### config.mk
export PLATFORM = sky130hd
export DESIGN_NAME = arbitro_enrutamiento_param_flat
export DESIGN_NICKNAME = d
export VERILOG_FILES = /design/src/rtl/arbitro_enrutamiento_param_if.sv /design/src/rtl/arbitro_enrutamiento_param.sv /design/src/flat_wrapper.sv
export SDC_FILE = /design/constraint.sdc
export NUM_CORES = 1
export LEC_CHECK = 0
export ABC_AREA = 0
export CORE_UTILIZATION = 47
export CTS_CLUSTER_SIZE = 8
export DETAILED_ROUTE_END_ITERATION = 8
export PLACE_DENSITY_LB_ADDON = 0.2
export SKIP_LAST_GASP = 1
export SLEW_MARGIN = 20
export SYNTH_ARGS = -nofsm -noshare
export SYNTH_HDL_FRONTEND = slang
export SYNTH_SLANG_ARGS = --single-unit
### constraint.sdc
create_clock -name clk -period 2.5 [get_ports clk]
set_input_delay 0.5 -clock clk [delete_from_list [all_inputs] [get_ports clk]]
set_output_delay 0.5 -clock clk [all_outputs]
set_load 0.005 [all_outputs]
### src/rtl/arbitro_enrutamiento_param_if.sv
// rtl/arbitro_enrutamiento_param_if.sv - VC-bank / destination-bank bundle for the parametrised arbiter
interface arbitro_enrutamiento_param_if #(
    parameter int DATA_W   = 6,
    parameter int NUM_VC   = 2,
    parameter int NUM_DEST = 4,
    parameter int CNT_W    = 8
);
    // VC FIFO bank side: first-word-fall-through heads and empty flags
    logic [NUM_VC*DATA_W-1:0]   vc_data;
    logic [NUM_VC-1:0]          vc_empty;
    logic [NUM_VC-1:0]          vc_pop;

    // Destination FIFO bank side: per-destination pause and registered pushes
    logic [NUM_DEST-1:0]        dest_pause;
    logic [NUM_DEST*DATA_W-1:0] d_out;
    logic [NUM_DEST-1:0]        d_push;

    // Status
    logic [NUM_VC*CNT_W-1:0]    vc_count;
    logic                       idle;

    // Environment that feeds the arbiter and absorbs its pushes
    modport master (
        output vc_data, vc_empty, dest_pause,
        input  vc_pop, d_out, d_push, vc_count, idle
    );

    // The arbiter itself
    modport slave (
        input  vc_data, vc_empty, dest_pause,
        output vc_pop, d_out, d_push, vc_count, idle
    );
endinterface

### src/rtl/arbitro_enrutamiento_param.sv
// rtl/arbitro_enrutamiento_param.sv - NUM_VC to NUM_DEST arbiter/router, strict or round-robin
module arbitro_enrutamiento_param #(
    parameter int DATA_W    = 6,
    parameter int NUM_VC    = 2,
    parameter int NUM_DEST  = 4,
    parameter int DEST_BITS = $clog2(NUM_DEST),
    parameter int RR_MODE   = 0,
    parameter int CNT_W     = 8
) (
    input  logic                        clk,
    input  logic                        reset,
    arbitro_enrutamiento_param_if.slave bus
);
    localparam int               PTR_W   = (NUM_VC > 1) ? $clog2(NUM_VC) : 1;
    localparam logic [PTR_W-1:0] LAST_VC = PTR_W'(NUM_VC - 1);

    // Per-VC decode and grant
    logic [DEST_BITS-1:0]       vc_dest [NUM_VC];
    logic [NUM_VC-1:0]          eligible;
    logic [NUM_VC-1:0]          upper_elig;
    logic [NUM_VC-1:0]          pick_set;
    logic                       grant_valid;
    logic [PTR_W-1:0]           grant_idx;
    logic [DATA_W-1:0]          grant_word;
    logic [DEST_BITS-1:0]       grant_dest;
    logic [NUM_VC-1:0]          pop;

    // Registered state and next-state
    logic [NUM_DEST*DATA_W-1:0] d_out_q,  d_out_d;
    logic [NUM_DEST-1:0]        d_push_q, d_push_d;
    logic [NUM_VC*CNT_W-1:0]    cnt_q,    cnt_d;
    logic [PTR_W-1:0]           rr_ptr_q, rr_ptr_d;
    logic                       idle_q,   idle_d;

    // A VC is eligible when it has a head word and that word's destination is not paused
    always_comb begin
        vc_dest  = '{default: '0};
        eligible = '0;
        for (int i = 0; i < NUM_VC; i++) begin
            vc_dest[i]  = bus.vc_data[i*DATA_W + DATA_W - DEST_BITS +: DEST_BITS];
            eligible[i] = ~bus.vc_empty[i] & ~bus.dest_pause[vc_dest[i]];
        end
    end

    // Eligible VCs at or above the round-robin pointer; searched before wrapping to the bottom
    always_comb begin
        upper_elig = '0;
        for (int i = 0; i < NUM_VC; i++) begin
            upper_elig[i] = eligible[i] & (i >= int'(rr_ptr_q));
        end
    end

    // Lowest set bit of the candidate set wins; the RR wrap falls out of using the full set
    always_comb begin
        pick_set = eligible;
        if ((RR_MODE != 0) && (|upper_elig)) begin
            pick_set = upper_elig;
        end
        grant_valid = |pick_set;
        grant_idx   = '0;
        for (int i = NUM_VC - 1; i >= 0; i--) begin
            if (pick_set[i]) begin
                grant_idx = PTR_W'(i);
            end
        end
    end

    assign grant_word = bus.vc_data[grant_idx*DATA_W +: DATA_W];
    assign grant_dest = grant_word[DATA_W-1 -: DEST_BITS];

    // Pop is combinational so the FWFT FIFO advances on the same edge the word is captured
    always_comb begin
        pop = '0;
        if (grant_valid && !reset) begin
            pop[grant_idx] = 1'b1;
        end
    end

    // Next-state: capture the winning word into its destination slot, count it, advance the pointer
    always_comb begin
        d_out_d  = d_out_q;
        d_push_d = '0;
        cnt_d    = cnt_q;
        rr_ptr_d = rr_ptr_q;
        idle_d   = (&bus.vc_empty) & ~grant_valid;
        if (grant_valid) begin
            d_out_d[grant_dest*DATA_W +: DATA_W]  = grant_word;
            d_push_d[grant_dest]                  = 1'b1;
            cnt_d[grant_idx*CNT_W +: CNT_W]       = cnt_q[grant_idx*CNT_W +: CNT_W] + 1'b1;
            if (RR_MODE != 0) begin
                rr_ptr_d = (grant_idx == LAST_VC) ? '0 : grant_idx + 1'b1;
            end
        end
    end

    // State registers; reset drops any in-flight push immediately
    always_ff @(posedge clk or posedge reset) begin
        if (reset) begin
            d_out_q  <= '0;
            d_push_q <= '0;
            cnt_q    <= '0;
            rr_ptr_q <= '0;
            idle_q   <= 1'b1;
        end else begin
            d_out_q  <= d_out_d;
            d_push_q <= d_push_d;
            cnt_q    <= cnt_d;
            rr_ptr_q <= rr_ptr_d;
            idle_q   <= idle_d;
        end
    end

    assign bus.vc_pop   = pop;
    assign bus.d_out    = d_out_q;
    assign bus.d_push   = d_push_q;
    assign bus.vc_count = cnt_q;
    assign bus.idle     = idle_q;
endmodule

### src/flat_wrapper.sv
// flat-port wrapper written by rule: the top's interface ports become plain ports
module arbitro_enrutamiento_param_flat 
#(
    parameter int DATA_W    = 6,
    parameter int NUM_VC    = 2,
    parameter int NUM_DEST  = 4,
    parameter int DEST_BITS = $clog2(NUM_DEST),
    parameter int RR_MODE   = 0,
    parameter int CNT_W     = 8
)
  (clk, reset, bus_vc_data, bus_vc_empty, bus_dest_pause, bus_vc_pop, bus_d_out, bus_d_push, bus_vc_count, bus_idle);
  arbitro_enrutamiento_param_if #(.DATA_W(DATA_W), .NUM_VC(NUM_VC), .NUM_DEST(NUM_DEST), .CNT_W(CNT_W)) bus_i ();
  input  logic clk;
  input  logic reset;
  input wire logic [$bits(bus_i.vc_data)-1:0] bus_vc_data;
  input wire logic [$bits(bus_i.vc_empty)-1:0] bus_vc_empty;
  input wire logic [$bits(bus_i.dest_pause)-1:0] bus_dest_pause;
  output wire logic [$bits(bus_i.vc_pop)-1:0] bus_vc_pop;
  output wire logic [$bits(bus_i.d_out)-1:0] bus_d_out;
  output wire logic [$bits(bus_i.d_push)-1:0] bus_d_push;
  output wire logic [$bits(bus_i.vc_count)-1:0] bus_vc_count;
  output wire logic [$bits(bus_i.idle)-1:0] bus_idle;
  assign bus_i.vc_data = bus_vc_data;
  assign bus_i.vc_empty = bus_vc_empty;
  assign bus_i.dest_pause = bus_dest_pause;
  assign bus_vc_pop = bus_i.vc_pop;
  assign bus_d_out = bus_i.d_out;
  assign bus_d_push = bus_i.d_push;
  assign bus_vc_count = bus_i.vc_count;
  assign bus_idle = bus_i.idle;
  arbitro_enrutamiento_param #(.DATA_W(DATA_W), .NUM_VC(NUM_VC), .NUM_DEST(NUM_DEST), .DEST_BITS(DEST_BITS), .RR_MODE(RR_MODE), .CNT_W(CNT_W)) u_core (.clk(clk), .reset(reset), .bus(bus_i));
endmodule
### After elaboration in Yosys (flattened, before gate mapping)

Index checks and enable logic that the tools add are counted.

* $add $sub $neg: 3
* multipliers: 2
* magnitude comparators: 6
* shifts and indexed selects: 6
* multiplexer cells: 14
* bitwise operators: 8
* reduce and logical (&&, ||, !) cells: 6

Operators with widths (count)
* 4-bit negation with 34-bit output: 1
* 5-bit negation with 34-bit output: 1
* 6-bit by 34-bit variable shift with 24-bit output, first input constant: 1
* 8-bit by 34-bit variable shift with 16-bit output, first input constant: 1
* 6-bit by 34-bit variable part select with 24-bit output: 1
* 8-bit by 34-bit variable part select with 16-bit output: 1
* 24-bit bitwise mux: 1
* 16-bit bitwise mux: 1
* 16-bit by 5-bit variable part select with 8-bit output: 1
* 12-bit by 5-bit variable part select with 6-bit output: 1
* 2-bit by 3-bit < comparator with 1-bit output, second input constant: 3
* 8-bit by 1-bit adder with 8-bit output, second input constant: 1
* 1-bit two-way mux: 6
* 1-bit inverter: 5
* 1-bit binary-select mux with 2-bit select: 2
* 2-bit by 2-bit multiplier with 4-bit output, second input constant: 1
* 4-bit two-way mux: 1
* 1-bit bitwise AND: 3
* 1-bit logical AND: 3
* 1-bit by 2-bit multiplier with 3-bit output, second input constant: 1
* 1-bit demux with 2-bit select: 1
* 2-bit by 1-bit greater-or-equal comparator with 1-bit output, second input constant: 1
* 1-bit by 2-bit < comparator with 1-bit output, second input constant: 1
* 2-bit two-way mux: 1
* other kinds (5): 5

* flip-flop bits (word level): 45
* input port bits: 20
* logic and storage cells: 49

### Logic depth before layout (Yosys ltp)

Gate-level depths: netlist of the first run.

* depth after elaboration: 13
* gate-level depth with buffers: 12

### Least setup slack after synthesis of the first run

OpenSTA, ideal clock, no wires.

* path kind: input-to-reg
* from: input bus_vc_data[4]
* to: register u_core.d_out_q[13] (netlist: u_core.bus.d_out[13])
* arrival: 3011 ps
* data required time: 2413 ps
* slack: -598 ps
* stages: 10
* buffers on the path: 2
* cell sequence: buf_6 > mux2i_1 > a22oi_2 > and2b_4 > buf_12 > mux2_4 > ha_1 > or2_2 > or4_1 > o211ai_1

* longest elaborated chain between the ends: 11

Ends and longest elaborated chain
* start, declared: line flat_wrapper.sv:15 `input wire logic [$bits(bus_i.vc_data)-1:0] bus_vc_data;`
* 1-bit binary-select mux with 2-bit select: line arbitro_enrutamiento_param.sv:41 `eligible[i] = ~bus.vc_empty[i] & ~bus.dest_pause[vc_dest[i]];`
* 1-bit two-way mux (not written as such): line arbitro_enrutamiento_param.sv:41
* 1-bit inverter: line arbitro_enrutamiento_param.sv:41
* 1-bit bitwise AND: line arbitro_enrutamiento_param.sv:41
* 1-bit two-way mux: line arbitro_enrutamiento_param.sv:62 `if (pick_set[i]) begin`
* 1-bit by 2-bit multiplier with 3-bit output: line arbitro_enrutamiento_param.sv:68 `assign grant_word = bus.vc_data[grant_idx*DATA_W +: DATA_W];`
* 12-bit by 5-bit variable part select with 6-bit output: line arbitro_enrutamiento_param.sv:68
* 2-bit by 2-bit multiplier with 4-bit output: line arbitro_enrutamiento_param.sv:87 `d_out_d[grant_dest*DATA_W +: DATA_W] = grant_word;`
* 5-bit negation with 34-bit output: line arbitro_enrutamiento_param.sv:87
* 6-bit by 34-bit variable part select with 24-bit output / 6-bit by 34-bit variable shift with 24-bit output (equally long branches): line arbitro_enrutamiento_param.sv:87
* 24-bit bitwise mux: line arbitro_enrutamiento_param.sv:87
* end signal, assigned: line arbitro_enrutamiento_param.sv:105 `d_out_q <= d_out_d;`
* end, declared: line arbitro_enrutamiento_param.sv:29 `logic [NUM_DEST*DATA_W-1:0] d_out_q, d_out_d;`

Several ways; a longest one is shown, not always the timed one. The select of a mux whose other input is x is not followed.
A chain may end at the register's enable or synchronous reset.

### Worst setup path after layout of the first run

* from: input bus_vc_data[10]
* to: register u_core.d_out_q[13] (netlist: u_core.bus.d_out[13])

* longest elaborated chain between the ends: 12

Ends and longest elaborated chain (line)
* 1-bit binary-select mux with 2-bit select: arbitro_enrutamiento_param.sv:41
* 1-bit two-way mux (not written as such): arbitro_enrutamiento_param.sv:41
* 1-bit inverter: arbitro_enrutamiento_param.sv:41
* 1-bit bitwise AND: arbitro_enrutamiento_param.sv:41
* 1-bit two-way mux (2 in a row): arbitro_enrutamiento_param.sv:62
* 1-bit by 2-bit multiplier with 3-bit output: arbitro_enrutamiento_param.sv:68
* 12-bit by 5-bit variable part select with 6-bit output: arbitro_enrutamiento_param.sv:68
* 2-bit by 2-bit multiplier with 4-bit output: arbitro_enrutamiento_param.sv:87
* 5-bit negation with 34-bit output: arbitro_enrutamiento_param.sv:87
* 6-bit by 34-bit variable part select with 24-bit output / 6-bit by 34-bit variable shift with 24-bit output (equally long branches): arbitro_enrutamiento_param.sv:87
* 24-bit bitwise mux: arbitro_enrutamiento_param.sv:87

Several ways; a longest one is shown, not always the timed one. The select of a mux whose other input is x is not followed.

==> summary.txt, run 1 <==
Clock network
  – Htree depth: 2
  – CTS tree: yes
  – CTS buffer count: 5
  – Worst-skew pair later-pin latency: 0.30 ns
  – Max Buffers Root-to-Sink: 2
  – Clock-pin slew on the worst setup and hold paths: 0.08 ns
  – # hold bufs at CTS: 0
  – CTS Root Cell: clkbuf_8
  – CTS sink cnt: 44

Critical path
  – Crit Path Max Fanout: 4
  – WS Path Type: primary input to flop
  – WP data required: 2.72 ns
  – Reg2reg setup slack: 1.03 ns
  – Crit. Startpoint: bus_vc_data[10]
  – CP cell instances: buf_6, mux2i_2, a22oi_2, and2b_4, mux2_4, ha_4, or2_4, or4_1, o211ai_1
  – R2R depth: 5
  – Worst reg2reg endpoint: u_core.bus.vc_count[6]
  – R2r startpoint: u_core.bus.vc_count[9]
  – Setup crit end: u_core.bus.d_out[13]
  – Crit end category: flop
  – Slowest cell on crit path: or4_1
  – Crit path largest cell delay: 0.40 ns
  – Crit path DAT: 2.68 ns
  – Worst setup SP type: primary input

Synthesis
  – YS warnings: 0
  – Async set-reset flop share out of synthesis: 1.00
  – Register area share after synthesis: 0.485
  – Number of synthesized flops with an enable pin: 0
  – Netlist cell types: 51
  – Syn_area_per_cell: 11.2 um^2
  – Cell area after synthesis: 0.00227 mm^2
  – Post-Syn Instances: 203
  – Top_reg_cell synth: dfrtp_1
  – Synthesized net count: 232
  – Seq cells post-synth: 44

GRT
  – Vias in the first global route: 2007
  – First-pass GRT wire length: 9.59 mm
  – Initial antenna violation count: 0
  – Pin count of the biggest net entering global routing: 45
  – GRT Total Usage: 0.246
  – Total grt overflow: 0

Floorplan
  – Initial Utilization: 0.505
  – Core area: 0.00450 mm^2
  – Die area: 0.00512 mm^2
  – Die Span Y: 71.6 um
  – DIE WIDTH: 71.6 um
  – Top Ports: 67
  – Row cnt: 24

Drt
  – Pre-Repair DR Iteration Count: 4
  – DRT antenna net count: 0
  – Vias per cell: 5.36
  – Total number of vias: 1982
  – Total Wirelength: 5.83 mm
  – Wirelength per Cell: 15.8 um
  – First-iteration detailed-routing DRC count: 112
  – DRC viols: 0

STA
  – Setup_tns: 0 ns
  – Setup Skew: 0.00197 ns
  – RSZ-0062 raised after global routing: true
  – Fin. max-slew vios: 0
  – Fmax: 408 MHz
  – Worst-Margin Slew: 0.553 ns
  – Setup ws final: 0.0472 ns
  – Max_slew headroom: 0.631
  – Fin crit share: 0.981
  – Min cycle time layout: 2.45 ns
  – Final Hold Fails: 0
  – Final setup fails: 0

Status
  – Status: completed

Layout
  – Most frequent cells in the layout: clkdlybuf4s50_1, buf_4, dfrtp_1, nand2_1, mux2i_1
  – Diodes inserted: 0
  – Nets: 346
  – Commonest non-fill, non-tap cell in the layout: clkdlybuf4s50_1
  – Layout cells sized above 1: 0.321
  – Area grow syn2layout: 53.0%
  – Number of fill cells: 300

Power and ir drop
  – Max IR drop VDD: 0.488 mV
  – Pleak: 1.60 nW
  – Pwr Density: 677 mW/mm^2

Placement
  – Pre-CTS setup slack: -0.697 ns
  – PortBufs: 66
  – Routability Congestion: 0.862
  – Dpl hpwl: 4.18 mm

Run
  – Max cap viols: 0

Hold path
  – Tightest Hold Check Type: primary input to flop
## layout make-up
type                            count  area, um^2  area share
Multi-Input combinational cell    146        1190       0.341
Sequential cell                    44        1100       0.317
Timing Repair Buffer              114        1000       0.288
Clock buffer                        7        86.3      0.0248
Tap cell                           52        65.1      0.0187
Inverter                            6        27.5     0.00791
Clock inverter                      1        7.51     0.00216
## sequential cells by signal, indices dropped and copies added (netlist names)
register,flops
u_core.bus.d_out,23
u_core.bus.d_push,4
u_core.bus.idle,1
u_core.bus.vc_count,16
## through the flow
stage | std cells | utilization | power (mW) | hold slack [ns] | cell area, um^2
global route | 370 | 0.772 | 2.49 | 0.461 | 3480
floorplan | 203 | - | 1.36 | 0.465 | 2340
finish | 370 | 0.772 | 2.35 | 0.465 | 3480
detailed placement | 355 | 0.733 | 1.87 | 0.462 | 3300
global placement | 355 | 0.733 | 1.84 | 0.456 | 3300
CTS | 368 | 0.762 | 2.35 | 0.462 | 3430
## power by group
group	switching [mW]	leakage (nW)	internal, mW
clock	0.243	0.0445	0.225
sequential	0.136	0.579	0.858
combinational	0.332	0.977	0.561
## timing repair
item	4_1_cts	5_1_grt
pin swaps	7	6
endpoints found under the hold margin	0	0
gates resized for setup	47	10
setup endpoints to repair	33	15
buffers inserted	5	2
## how the worst min path moves through the flow
stage	from	to	depth (start not counted)	slack [ns]
after floorplan	u_core.bus.vc_count[15]	u_core.bus.vc_count[15]	1	0.46
after global placement	u_core.bus.vc_count[15]	u_core.bus.vc_count[15]	1	0.46
after detailed placement	u_core.bus.vc_count[15]	u_core.bus.vc_count[15]	1	0.46
after CTS	bus_vc_empty[1]	u_core.bus.idle	2	0.46
after global routing	bus_vc_empty[1]	u_core.bus.idle	2	0.46
final	bus_vc_empty[1]	u_core.bus.idle	2	0.46
## synthesized netlist by cell type, types with 3 or more instances
library cell | count | share of area
a21oi_1 | 3 | 0.0066
and2_1 | 7 | 0.019
dfrtp_1 | 43 | 0.47
ha_1 | 9 | 0.050
inv_1 | 4 | 0.0066
mux2_2 | 7 | 0.035
mux2i_1 | 12 | 0.053
nand2_1 | 30 | 0.050
nand3_1 | 5 | 0.011
nand4_1 | 5 | 0.014
nor2_1 | 6 | 0.0099
nor2b_1 | 6 | 0.017
o41ai_1 | 4 | 0.015
or2_2 | 3 | 0.0083
xnor2_1 | 8 | 0.031
xor2_1 | 6 | 0.023
## layer usage
metal,part of all wire,track usage,up-vias
met5,0,0,-
met4,0.021,0.0828,0
met3,0.048,0.0506,12
met2,0.50,0.415,69
met1,0.44,0.320,957
li1,-,-,944
## worst max-delay path: cells and delay by family
| family | cells | cell delay, ns |
|---|---|---|
| and+or+nand+nor | 3 | 0.93 |
| muxes | 2 | 0.59 |
| AOI/OAI and AO/OA | 2 | 0.29 |
| adders and majority gates | 1 | 0.27 |
| buffers and inverters | 1 | 0.09 |
## cell families (layout without fill, tap and decap cells)
group	after synthesis	after routing	synth area share
AOI/OAI and AO/OA	28	28	0.101
xor gates and xnor gates	14	14	0.0539
adders and majority gates	9	9	0.0495
buffers and inverters	13	128	0.0385
DFF	44	44	0.485
muxes	21	21	0.104
and+or+nand+nor	74	74	0.168
(Power assumes the default switching activity.)
==> inputs of run 2 (changes only) <==
--- a/config.mk
+++ b/config.mk
@@ -6,6 +6,8 @@
 export NUM_CORES = 1
 export LEC_CHECK = 0
 export ABC_AREA = 0
+export CAP_MARGIN = 10
+export CORE_ASPECT_RATIO = 0.75
 export CORE_UTILIZATION = 47
 export CTS_CLUSTER_SIZE = 8
 export DETAILED_ROUTE_END_ITERATION = 8
==> summary.txt, run 2 (synthesis gave the netlist of run 1 again) <==
Power and ir drop
  – Net switching power: 732 uW
  – Pleak: 1.58 nW
  – Comb pwr share: 0.366
  – Switch share: 0.296
  – Clock Power Share: 0.231
  – Reg power frac: 0.403
  – Max IR drop VDD: 0.490 mV
  – Int Power: 1.74 mW
  – Pwr Density: 705 mW/mm^2

Critical path
  – Crit end category: flop
  – WS Path Type: primary input to flop
  – R2R depth: 5
  – Worst reg2reg endpoint: u_core.bus.vc_count[6]
  – WP data required: 2.71 ns
  – Crit Path Max Fanout: 4
  – Reg2reg setup slack: 1.04 ns
  – Crit path DAT: 2.70 ns
  – Crit. Startpoint: bus_vc_empty[0]
  – R2r startpoint: u_core.bus.vc_count[8]
  – Worst setup SP type: primary input

Drt
  – Pre-Repair DR Iteration Count: 4
  – Vias per cell: 5.36
  – DRT antenna net count: 0
  – Total Wirelength: 5.99 mm
  – Total number of vias: 1974
  – Wirelength per Cell: 16.3 um
  – DRC viols: 0
  – First-iteration detailed-routing DRC count: 119

GRT
  – GRT Total Usage: 0.255
  – Total grt overflow: 0
  – Pin count of the biggest net entering global routing: 45
  – Initial antenna violation count: 0
  – First-pass GRT wire length: 9.80 mm
  – Vias in the first global route: 1995

Layout
  – Post-route cell area: 0.00351 mm^2
  – Final core utilization: 0.772
  – Commonest non-fill, non-tap cell in the layout: clkdlybuf4s50_1
  – Layout cells sized above 1: 0.331
  – Nets: 339
  – Most frequent cells in the layout: clkdlybuf4s50_1, dfrtp_1, buf_4, nand2_1, mux2i_1
  – Largest register FFs: 23
  – Area grow syn2layout: 54.4%
  – Diodes inserted: 0

Placement
  – DP Area: 0.00326 mm^2
  – Pre-CTS setup slack: -0.797 ns
  – Dpl hpwl: 4.36 mm
  – Routability Congestion: 0.908
  – PortBufs: 66

STA
  – Fin crit share: 0.998
  – Fmax: 401 MHz
  – Setup_tns: 0 ns
  – Fin. max-slew vios: 0
  – Setup ws final: 0.00435 ns
  – Final setup fails: 0
  – Final Hold Fails: 0
  – Worst-Margin Slew: 0.540 ns
  – RSZ-0062 raised after global routing: true
  – Setup Skew: 0.00388 ns
  – Min cycle time layout: 2.50 ns
  – Max_slew headroom: 0.640

Floorplan
  – Die Span Y: 62.2 um
  – DIE WIDTH: 82.3 um
  – Core area: 0.00455 mm^2
  – Initial Utilization: 0.500
  – Top Ports: 67
  – Die area: 0.00512 mm^2
  – Row cnt: 21

Clock network
  – CTS tree: yes
  – CTS Root Cell: clkbuf_8
  – CTS buffer count: 5
  – Htree depth: 2
  – Max Buffers Root-to-Sink: 2
  – Worst-skew pair later-pin latency: 0.29 ns
  – CTS sink cnt: 44
  – Clock-pin slew on the worst setup and hold paths: 0.09 ns
  – # hold bufs at CTS: 0

Run
  – Max cap viols: 0

Hold path
  – Hold depth: 2
  – Tightest Hold Check Type: primary input to flop
  – Hold EP: u_core.bus.idle
  – HP Start: bus_vc_empty[1]

Status
  – Status: completed
==> run 2: cell types whose count changed in the layout (fill, tap and decap cells not counted), sizes merged <==
cell      change
clkinvlp      -1
bufinv        +1
clkinv        +1
clkbuf        -1
buf           -7
==> run 2: worst max path at each step <==
stage	end	slack, ns	depth (start not counted)
6_report	u_core.bus.d_out[21]	0.004	11
5_1_grt	u_core.bus.d_out[21]	-0.07	11
4_1_cts	u_core.bus.d_out[13]	0.007	9
3_5_place_dp	u_core.bus.d_out[6]	-0.80	9
3_3_place_gp	u_core.bus.d_out[6]	-0.75	9
2_1_floorplan	u_core.bus.d_out[13]	-0.38	10
==> run 2: what timing repair did <==
item | 4_1_cts | 5_1_grt
pin swaps | 8 | 8
resized for setup | 49 | 16
setup buffers | 6 | 2
endpoints found under the setup margin | 35 | 18
==> run 2: layout make-up <==
type | instances | area [um^2]
fillers | 285 | 1040
flip-flops and latches | 44 | 1100
repair buffers | 107 | 953
inverters | 6 | 30.0
multi-input cells | 146 | 1230
well taps | 57 | 71.3
clock buffers | 6 | 82.6
clock inverters | 2 | 38.8
==> run 2: stage by stage <==
step	hold slack, ns	cells	total power [mW]
floorplan	0.465	203	1.36
global placement	0.455	354	1.82
detailed placement	0.461	354	1.85
CTS	0.466	368	2.45
global route	0.471	368	2.61
finish	0.473	368	2.47
==> run 2: per-layer routing <==
layer,vias to the layer above,track usage,part of all wire
li1,927,-,-
met1,965,0.376,0.48
met2,76,0.367,0.45
met3,6,0.0706,0.055
met4,0,0.0636,0.013
met5,-,0,0
==> run 2: critical path: stages <==
cell	delay [ns]
clkdlybuf4s15_1	0.22
nor2b_2	0.06
a22oi_2	0.22
and2b_4	0.24
mux2_4	0.36
ha_4	0.26
buf_4	0.14
nor2_4	0.15
buf_4	0.14
nand4_1	0.15
a41oi_2	0.25
==> run 2: power by group through the flow <==
stage          registers, mW  logic [mW]  clock network (mW)
6_report               0.997       0.905               0.572
2_1_floorplan          0.998       0.358                   0
4_1_cts                0.994       0.880               0.578
5_1_grt                 1.01       0.980               0.618
3_5_place_dp            1.01       0.846                   0
3_3_place_gp            1.00       0.823                   0
==> inputs of run 3 (changes only) <==
--- a/config.mk
+++ b/config.mk
@@ -8,8 +8,8 @@
 export ABC_AREA = 0
 export CAP_MARGIN = 10
 export CORE_ASPECT_RATIO = 0.75
-export CORE_UTILIZATION = 47
-export CTS_CLUSTER_SIZE = 8
+export CORE_UTILIZATION = 50
+export CTS_CLUSTER_SIZE = 20
 export DETAILED_ROUTE_END_ITERATION = 8
 export PLACE_DENSITY_LB_ADDON = 0.2
 export SKIP_LAST_GASP = 1
==> constraint.sdc (replaced) <==
create_clock -name clk -period 3.2 [get_ports clk]
set_input_delay 0.64 -clock clk [delete_from_list [all_inputs] [get_ports clk]]
set_output_delay 0.64 -clock clk [all_outputs]
set_load 0.005 [all_outputs]
==> summary.txt, run 3 (synthesis gave the netlist of run 1 again) <==
Status
  – Status: completed

Clock network
  – CTS buffer count: 5
  – Max Buffers Root-to-Sink: 2
  – Clock-pin slew on the worst setup and hold paths: 0.08 ns
  – CTS sink cnt: 44
  – CTS tree: yes
  – Htree depth: 2
  – Worst-skew pair later-pin latency: 0.30 ns
  – CTS Root Cell: clkbuf_8

Power and ir drop
  – Net switching power: 540 uW
  – Reg power frac: 0.415
  – Pleak: 1.52 nW
  – Comb pwr share: 0.347
  – Clock Power Share: 0.238
  – Max IR drop VDD: 0.438 mV
  – Switch share: 0.288
  – Int Power: 1.33 mW
  – Pwr Density: 558 mW/mm^2

Critical path
  – CP cell instances: clkdlybuf4s50_1, nor2b_2, a22oi_2, and2b_4, mux2_4, ha_1, buf_4, nor2_1, nand2_1, o41ai_1
  – Setup crit end: u_core.bus.d_out[8]
  – Crit end category: flop
  – Levels on crit path: 10
  – Slowest cell on crit path: clkdlybuf4s50_1
  – WS Path Type: primary input to flop
  – R2r startpoint: u_core.bus.vc_count[9]
  – Cell family with most CP delay: simple AND/OR/NAND/NOR gates
  – Worst setup SP type: primary input
  – Reg2reg setup slack: 1.71 ns
  – Crit path buf inv count: 2
  – Crit path largest cell delay: 0.50 ns
  – R2R depth: 5
  – Crit path DAT: 3.30 ns
  – Crit. Startpoint: bus_vc_data[11]
  – Worst reg2reg endpoint: u_core.bus.vc_count[6]
  – WP data required: 3.37 ns
  – Crit Path Max Fanout: 3

Layout
  – Register area: 0.00110 mm^2
  – Nets: 334
  – Finished Layout Cells: 361
  – Commonest non-fill, non-tap cell in the layout: clkdlybuf4s50_1
  – Area grow syn2layout: 47.6%
  – Number of fill cells: 279
  – Layout cells sized above 1: 0.222
  – Diodes inserted: 0
  – Area of the multi-input gates: 0.00109 mm^2
  – Largest register FFs: 23
  – Most frequent cells in the layout: clkdlybuf4s50_1, dfrtp_1, buf_4, nand2_1, mux2i_1

GRT
  – Grt met1 use: 0.380
  – Grt peak-use layer: met2
  – Pin count of the biggest net entering global routing: 45
  – Initial antenna violation count: 0
  – Vias in the first global route: 1816
  – Grt met2 use: 0.394
  – Total grt overflow: 0
  – First-pass GRT wire length: 9.03 mm
  – GRT Total Usage: 0.261
  – GR met3 Demand/Resource: 0.0571

Floorplan
  – Top Ports: 67
  – Initial Utilization: 0.541
  – Die area: 0.00482 mm^2
  – Core area: 0.00420 mm^2
  – DIE WIDTH: 79.9 um
  – Die Span Y: 60.4 um
  – Row cnt: 20

STA
  – Fin crit share: 0.976
  – Final setup fails: 0
  – Final Hold Fails: 0
  – Fmax: 320 MHz
  – Setup_tns: 0 ns
  – Worst-Margin Slew: 0.508 ns
  – Max_slew headroom: 0.652
  – Fin. max-slew vios: 0
  – RSZ-0062 raised after global routing: true
  – Smallest hold slack: 0.467 ns
  – Setup Skew: 0.00674 ns
  – Setup ws final: 0.0766 ns
  – Min cycle time layout: 3.12 ns

Placement
  – Routability Congestion: 0.921
  – Placed Cells: 346
  – Pre-CTS setup slack: -0.387 ns
  – Dpl hpwl: 4.23 mm
  – PortBufs: 66

Drt
  – Wirelength per Cell: 15.6 um
  – Vias per cell: 5.34
  – DRT antenna net count: 0
  – Total number of vias: 1926
  – Total Wirelength: 5.63 mm
  – Pre-Repair DR Iteration Count: 4
  – DRC viols: 0
  – First-iteration detailed-routing DRC count: 171

Hold path
  – Tightest Hold Check Type: flop to flop

Run
  – Max cap viols: 0
## run 3: timing repair
item	in CTS	in global routing
setup buffers	0	7
pin swaps	0	0
resized for setup	7	1
hold buffers	0	0
setup endpoints to repair	5	2
## run 3: power groups by stage
stage / registers (mW) / clock network [mW] / logic, mW
2_1_floorplan: 0.779 / 0 / 0.263
3_3_place_gp: 0.780 / 0 / 0.613
3_5_place_dp: 0.786 / 0 / 0.629
4_1_cts: 0.776 / 0.451 / 0.637
5_1_grt: 0.792 / 0.477 / 0.702
6_report: 0.777 / 0.445 / 0.650
## run 3: cell type report
cell class	count	share of cell area
clock buffers	6	0.0246
clock inverters	2	0.0116
inverters	6	0.00746
multi-input cells	146	0.326
flip-flops and latches	44	0.329
well taps	55	0.0205
repair buffers	102	0.282
## run 3: metal layers
layer / up-vias / share of wire
li1: 921 / -
met1: 917 / 0.47
met2: 74 / 0.45
met3: 14 / 0.060
met4: 0 / 0.016
met5: - / 0
## run 3: worst min path at each step
stage	from	to	slack, ns	cells past startpoint
after floorplan	u_core.bus.vc_count[15]	u_core.bus.vc_count[15]	0.46	1
after global placement	u_core.bus.vc_count[15]	u_core.bus.vc_count[15]	0.46	1
after detailed placement	u_core.bus.d_out[9]	u_core.bus.d_out[9]	0.47	2
after CTS	u_core.bus.vc_count[15]	u_core.bus.vc_count[15]	0.48	1
after global routing	u_core.bus.vc_count[15]	u_core.bus.vc_count[15]	0.48	1
final	u_core.bus.vc_count[15]	u_core.bus.vc_count[15]	0.47	1
## run 3: metrics by stage
| stage | util | area (um^2) | total power [mW] |
|---|---|---|---|
| 6_report | 0.798 | 3350 | 1.87 |
| 4_1_cts | 0.785 | 3300 | 1.86 |
| 2_1_floorplan | - | 2280 | 1.04 |
| 3_3_place_gp | 0.752 | 3160 | 1.39 |
| 3_5_place_dp | 0.752 | 3160 | 1.41 |
| 5_1_grt | 0.798 | 3350 | 1.97 |
